File: config.mk
export PLATFORM = sky130hd
export DESIGN_NAME = tod_bcd_counter_flat
export DESIGN_NICKNAME = d
export VERILOG_FILES = /design/src/rtl/tod_bcd_counter_if.sv /design/src/rtl/tod_bcd_counter.sv /design/src/flat_wrapper.sv
export SDC_FILE = /design/constraint.sdc
export NUM_CORES = 1
export LEC_CHECK = 0
export ABC_CLOCK_PERIOD_IN_PS = 2400
export CORE_MARGIN = 2
export CORE_UTILIZATION = 40
export CTS_CLUSTER_SIZE = 8
export DETAILED_ROUTE_END_ITERATION = 16
export DONT_BUFFER_PORTS = 1
export PLACE_DENSITY = 0.62
export RECOVER_POWER = 50
export SLEW_MARGIN = 20
export SYNTH_ARGS = -nofsm -noshare
export SYNTH_HDL_FRONTEND = slang
export SYNTH_SLANG_ARGS = --single-unit
File: constraint.sdc
create_clock -name CLK -period 2.4 [get_ports CLK]
set_input_delay 0.6 -clock CLK [delete_from_list [all_inputs] [get_ports CLK]]
set_output_delay 0.6 -clock CLK [all_outputs]
set_load 0.02 [all_outputs]
File: src/rtl/tod_bcd_counter_if.sv
// Control and display bundle for the BCD time-of-day counter.
// TOD_ALARM_EN adds the alarm register write port and the alarm_hit pulse.
interface tod_bcd_counter_if;
    logic        en;
    logic        h12;
    logic        load;
    logic [23:0] load_time;
    logic [23:0] data;
    logic        pm;
    logic        sec_tick;
    logic        day_tick;
    logic        load_err;
`ifdef TOD_ALARM_EN
    logic        alarm_wr;
    logic [23:0] alarm_time;
    logic        alarm_arm;
    logic        alarm_hit;

    modport master (
        output en, h12, load, load_time, alarm_wr, alarm_time, alarm_arm,
        input  data, pm, sec_tick, day_tick, load_err, alarm_hit
    );
    modport slave (
        input  en, h12, load, load_time, alarm_wr, alarm_time, alarm_arm,
        output data, pm, sec_tick, day_tick, load_err, alarm_hit
    );
`else
    modport master (
        output en, h12, load, load_time,
        input  data, pm, sec_tick, day_tick, load_err
    );
    modport slave (
        input  en, h12, load, load_time,
        output data, pm, sec_tick, day_tick, load_err
    );
`endif
endinterface

File: src/rtl/tod_bcd_counter.sv
// Prescaled hh:mm:ss BCD time-of-day counter with load check, 12/24h display and carry pulses.
// Optional alarm comparator is built when TOD_ALARM_EN is defined.
module tod_bcd_counter #(
    parameter int unsigned CLK_PER_SEC = 1,
    parameter logic [23:0] RESET_TIME  = 24'h000000
) (
    input  logic              CLK,
    input  logic              reset,
    tod_bcd_counter_if.slave  bus
);
    localparam int unsigned   PW        = (CLK_PER_SEC > 1) ? $clog2(CLK_PER_SEC) : 1;
    localparam logic [PW-1:0] PCNT_LAST = PW'(CLK_PER_SEC - 1);

    logic [PW-1:0] pcnt_reg;
    logic [23:0]   time_reg;
    logic          sec_tick_reg;
    logic          day_tick_reg;
    logic          load_err_reg;

    logic [3:0]  h_t, h_u, m_t, m_u, s_t, s_u;
    logic [7:0]  hour;
    logic [23:0] time_next;
    logic        c0, c1, c2, c3, day_wrap;
    logic        pcnt_last, adv, load_ok;
    logic [7:0]  disp_hour;

    function automatic logic valid_time(input logic [23:0] t);
        return (t[3:0] <= 4'd9) && (t[7:4] <= 4'd5) &&
               (t[11:8] <= 4'd9) && (t[15:12] <= 4'd5) &&
               (t[19:16] <= 4'd9) && (t[23:20] <= 4'd2) &&
               ((t[23:20] != 4'd2) || (t[19:16] <= 4'd3));
    endfunction

    assign {h_t, h_u, m_t, m_u, s_t, s_u} = time_reg;
    assign hour      = time_reg[23:16];
    assign pcnt_last = (pcnt_reg == PCNT_LAST);
    assign adv       = bus.en & pcnt_last & ~bus.load;
    assign load_ok   = valid_time(bus.load_time);

    // Ripple carry through the digits; each carry requires all lower digits at their maximum.
    assign c0       = (s_u == 4'd9);
    assign c1       = c0 & (s_t == 4'd5);
    assign c2       = c1 & (m_u == 4'd9);
    assign c3       = c2 & (m_t == 4'd5);
    assign day_wrap = c3 & (hour == 8'h23);

    always_comb begin
        time_next[3:0]   = c0 ? 4'd0 : s_u + 4'd1;
        time_next[7:4]   = c1 ? 4'd0 : (c0 ? s_t + 4'd1 : s_t);
        time_next[11:8]  = c2 ? 4'd0 : (c1 ? m_u + 4'd1 : m_u);
        time_next[15:12] = c3 ? 4'd0 : (c2 ? m_t + 4'd1 : m_t);
        time_next[23:16] = hour;
        if (c3) begin
            if (hour == 8'h23)
                time_next[23:16] = 8'h00;
            else if (h_u == 4'd9)
                time_next[23:16] = {h_t + 4'd1, 4'd0};
            else
                time_next[23:16] = {h_t, h_u + 4'd1};
        end
    end

    always_ff @(posedge CLK or negedge reset) begin
        if (!reset) begin
            pcnt_reg     <= '0;
            time_reg     <= RESET_TIME;
            sec_tick_reg <= 1'b0;
            day_tick_reg <= 1'b0;
            load_err_reg <= 1'b0;
        end else begin
            sec_tick_reg <= adv;
            day_tick_reg <= adv & day_wrap;
            load_err_reg <= bus.load & ~load_ok;
            if (bus.load) begin
                if (load_ok) begin
                    time_reg <= bus.load_time;
                    pcnt_reg <= '0;
                end
            end else if (bus.en) begin
                pcnt_reg <= pcnt_last ? '0 : pcnt_reg + PW'(1);
                if (pcnt_last)
                    time_reg <= time_next;
            end
        end
    end

    // 12-hour view: 00 -> 12, 13..19 -> 01..07, 20/21 -> 08/09, 22/23 -> 10/11.
    always_comb begin
        disp_hour = hour;
        if (bus.h12) begin
            if (hour == 8'h00)
                disp_hour = 8'h12;
            else if ((h_t == 4'd1) && (h_u >= 4'd3))
                disp_hour = {4'd0, h_u - 4'd2};
            else if (h_t == 4'd2)
                disp_hour = (h_u <= 4'd1) ? {4'd0, h_u + 4'd8} : {4'd1, h_u - 4'd2};
        end
    end

    assign bus.data     = {disp_hour, time_reg[15:0]};
    assign bus.pm       = (hour >= 8'h12);
    assign bus.sec_tick = sec_tick_reg;
    assign bus.day_tick = day_tick_reg;
    assign bus.load_err = load_err_reg;

`ifdef TOD_ALARM_EN
    logic [23:0] alarm_reg;
    logic        alarm_hit_reg;

    always_ff @(posedge CLK or negedge reset) begin
        if (!reset) begin
            alarm_reg     <= 24'h000000;
            alarm_hit_reg <= 1'b0;
        end else begin
            alarm_hit_reg <= adv & bus.alarm_arm & (time_next == alarm_reg);
            if (bus.alarm_wr && valid_time(bus.alarm_time))
                alarm_reg <= bus.alarm_time;
        end
    end

    assign bus.alarm_hit = alarm_hit_reg;
`endif
endmodule

File: src/flat_wrapper.sv
// flat-port wrapper written by rule: the top's interface ports become plain ports
module tod_bcd_counter_flat 
#(
    parameter int unsigned CLK_PER_SEC = 1,
    parameter logic [23:0] RESET_TIME  = 24'h000000
)
  (CLK, reset, bus_en, bus_h12, bus_load, bus_load_time, bus_data, bus_pm, bus_sec_tick, bus_day_tick, bus_load_err);
  tod_bcd_counter_if bus_i ();
  input  logic CLK;
  input  logic reset;
  input wire logic [$bits(bus_i.en)-1:0] bus_en;
  input wire logic [$bits(bus_i.h12)-1:0] bus_h12;
  input wire logic [$bits(bus_i.load)-1:0] bus_load;
  input wire logic [$bits(bus_i.load_time)-1:0] bus_load_time;
  output wire logic [$bits(bus_i.data)-1:0] bus_data;
  output wire logic [$bits(bus_i.pm)-1:0] bus_pm;
  output wire logic [$bits(bus_i.sec_tick)-1:0] bus_sec_tick;
  output wire logic [$bits(bus_i.day_tick)-1:0] bus_day_tick;
  output wire logic [$bits(bus_i.load_err)-1:0] bus_load_err;
  assign bus_i.en = bus_en;
  assign bus_i.h12 = bus_h12;
  assign bus_i.load = bus_load;
  assign bus_i.load_time = bus_load_time;
  assign bus_data = bus_i.data;
  assign bus_pm = bus_i.pm;
  assign bus_sec_tick = bus_i.sec_tick;
  assign bus_day_tick = bus_i.day_tick;
  assign bus_load_err = bus_i.load_err;
  tod_bcd_counter #(.CLK_PER_SEC(CLK_PER_SEC), .RESET_TIME(RESET_TIME)) u_core (.CLK(CLK), .reset(reset), .bus(bus_i));
endmodule
==> reports/metrics.cfg <==
[status]
status=finished with violations
violations=capacitance limit, slew limit

[floorplan]
num_io_pins=57
dieArea_um2=6289
fp.dieH_um=79.31
core_area_um2=5507
placement_rows=27
start_util=0.4120
die_x_um=79.31

[setup_path]
crit_slowest_cell=dfrtp_1
crit_chain=inv_2 -> ha_4 -> o21ai_0 -> nand2_1 -> o21ai_2 -> o41ai_2 -> buf_4
cp_num_buf_inv=2
worstPathRequired_ns=1.80
r2r-end=u_core.time_reg[15]
crit_path_start=u_core.time_reg[20]
reg2reg_depth=5
path_max_fanout=6
crit_path_max_incr_delay_ns=0.41
start_kind=flop
reg2reg_slack_ns=0.36
rr_startpoint=u_core.time_reg[10]
cp_top_family=compound AO/OA/AOI/OAI gates
crit_type=flop to output pin
worstPathArrival_ns=1.79
cp-end-kind=output pin

[sta]
final_hold_viol_count=0
worst_slew_pin_slew_ns=1.525
slew_violations=28
fin_worst_skew_ns=0.003302
slew_headroom=-0.01654
fin_crit_sh=0.9946
holdWs_ns=0.5004
setup_viol=0
timing.fmax_mhz=418.9
finalSetupTns_ns=0
finalCriticalPeriod_ns=2.387
grt_setup_unrepaired=true

[yosys]
ys_seq_area_frac=0.2978
netlist.area_leader.share=0.2978
synth_edf_count=0
synth_cell_types=67
syn-instance-count=264
yosysWarningCount=0
avgSynthCellArea_um2=8.593
synth.cell_area_um2=2268
synth_top_cells_by_area=dfrtp_1 30%, ha_1 6.6%, buf_4 5.3%
synth_common_cells=27 x dfrtp_1, 19 x nor2_1, 19 x o21ai_0
synthArstFlopShare=1.000
ys_ff_latch=27
synth-main-ff-cell=dfrtp_1
synth.most_common_cell=dfrtp_1
syn_nets=305
synth_area_leader_cell=dfrtp_1

[worst_hold_path]
holdPathEnd=u_core.time_reg[2]
hold_path.class=input pin to flop
hold_depth=1
hp-start=bus_load_time[2]

[cts]
htreeDepth=1
path_clk_slew_ns=0.11
cts_buffers=3
root_buffer=clkbuf_8
clk_latency_ns=0.29
cts_tree=done
cts.sinks=27
cts_max_path_buffers=2

[global_route]
grt_usage=0.1997
grt_antenna_before_repair=0
grt_max_degree=42
grt_pass1_vias=2010
grt_pass1_wl_um=9901
gr-total-overflow=0

[routing]
wire_per_inst_um=17.73
drt_iter0_drc=200
postRouteWirelength_um=6083
ant_nets=0
remaining_drc_errors=0
drtPass1Iterations=4
vias=1977
vias_per_cell=5.764

[cells_and_area]
nFillCells=539
largest_reg_flops=24
layout-drive-gt1-share=0.2694
syn_to_final_growth_pct=14.29
nNetsFinal=313
antenna_cells=0

[place]
numPortBuffers=0
hpwl_um=4435
gp_congestion=0.8420

[power]
vdd_drop_max_uv=379.3
leakage_nw=1.094
power.density_nw_per_um2=564.8

[run]
drv_cap=1

==> repair_timing <==
item	4_1_cts	5_1_grt
buffers inserted	2	4
endpoints found under the hold margin	27	0
resized for setup	9	23
setup endpoints to repair	5	4
hold buffers	1	0
pin swaps	0	6
==> kinds of logic after synthesis <==
| group | synth area share |
|---|---|
| buffers and inverters | 0.1020 |
| AND/OR/NAND/NOR | 0.2278 |
| XOR/XNOR | 0.003862 |
| AO/OA/AOI/OAI | 0.2741 |
| multiplexers | 0.02813 |
| flip-flops | 0.2978 |
| adder cells (fa/ha/maj) | 0.06619 |
==> stage by stage <==
step | power (W) | std cells | setup slack, ns | cell area, µm² | utilization
2_1_floorplan | 0.001094 | 264 | 0.1092 | 2276 | -
4_1_cts | 0.001464 | 339 | 0.005590 | 2500 | 0.4540
6_report | 0.001464 | 343 | 0.01299 | 2592 | 0.4708
3_3_place_gp | 0.001150 | 332 | 0.1026 | 2390 | 0.4340
5_1_grt | 0.001568 | 343 | -0.03926 | 2592 | 0.4708
3_5_place_dp | 0.001159 | 332 | 0.06737 | 2390 | 0.4340
==> final cells by class <==
| cell class | count | area [µm²] | area share |
|---|---|---|---|
| clock buffers | 3 | 41.29 | 0.01593 |
| clock inverters | 1 | 7.507 | 0.002896 |
| inverters | 10 | 40.04 | 0.01544 |
| multi-input cells | 194 | 1468 | 0.5661 |
| flip-flops and latches | 27 | 679.4 | 0.2621 |
| well taps | 72 | 90.09 | 0.03475 |
| repair buffers | 36 | 266.5 | 0.1028 |
==> per-layer routing <==
| layer | routed length [µm] | GRT usage |
|---|---|---|
| met3 | 428 | 0.05795 |
| met5 | 0 | 0 |
| met4 | 61 | 0.04828 |
| met2 | 2890 | 0.3263 |
| met1 | 2702 | 0.2603 |
==> power breakdown <==
| part | internal, W | switching, W |
|---|---|---|
| Clock | 0.000119 | 0.000172 |
| Combinational | 0.000231 | 0.000308 |
| Sequential | 0.000529 | 0.000105 |
| Total | 0.000878 | 0.000586 |
==> how the worst max path moves through the flow <==
| stage | to | cells past startpoint |
|---|---|---|
| floorplan | bus_data[17] | 6 |
| global placement | u_core.time_reg[4] | 5 |
| detailed placement | u_core.time_reg[4] | 5 |
| CTS | bus_data[19] | 7 |
| global route | bus_data[18] | 7 |
| finish | bus_data[18] | 7 |
==> worst reg2reg max path: cells and delay by family (launching register included) <==
family	cells	cell delay, ns
and+or+nand+nor	4	1.29
DFF	1	0.50
AOI/OAI and AO/OA	1	0.20
==> cell usage in the layout, fill, tap and decap left out, types with 4 or more instances in the layout <==
cell type  count
buf_4         33
dfrtp_1       24
o21ai_0       17
nor2_1        17
a21oi_1       16
nand2_1       15
nand3_1       10
ha_1           9
inv_1          7
nand2b_1       6
nor3_1         6
o21ai_1        5
o21a_1         4
nand4_1        4
a31oi_1        4
o2bb2ai_1      4
(Power assumes the default switching activity.)
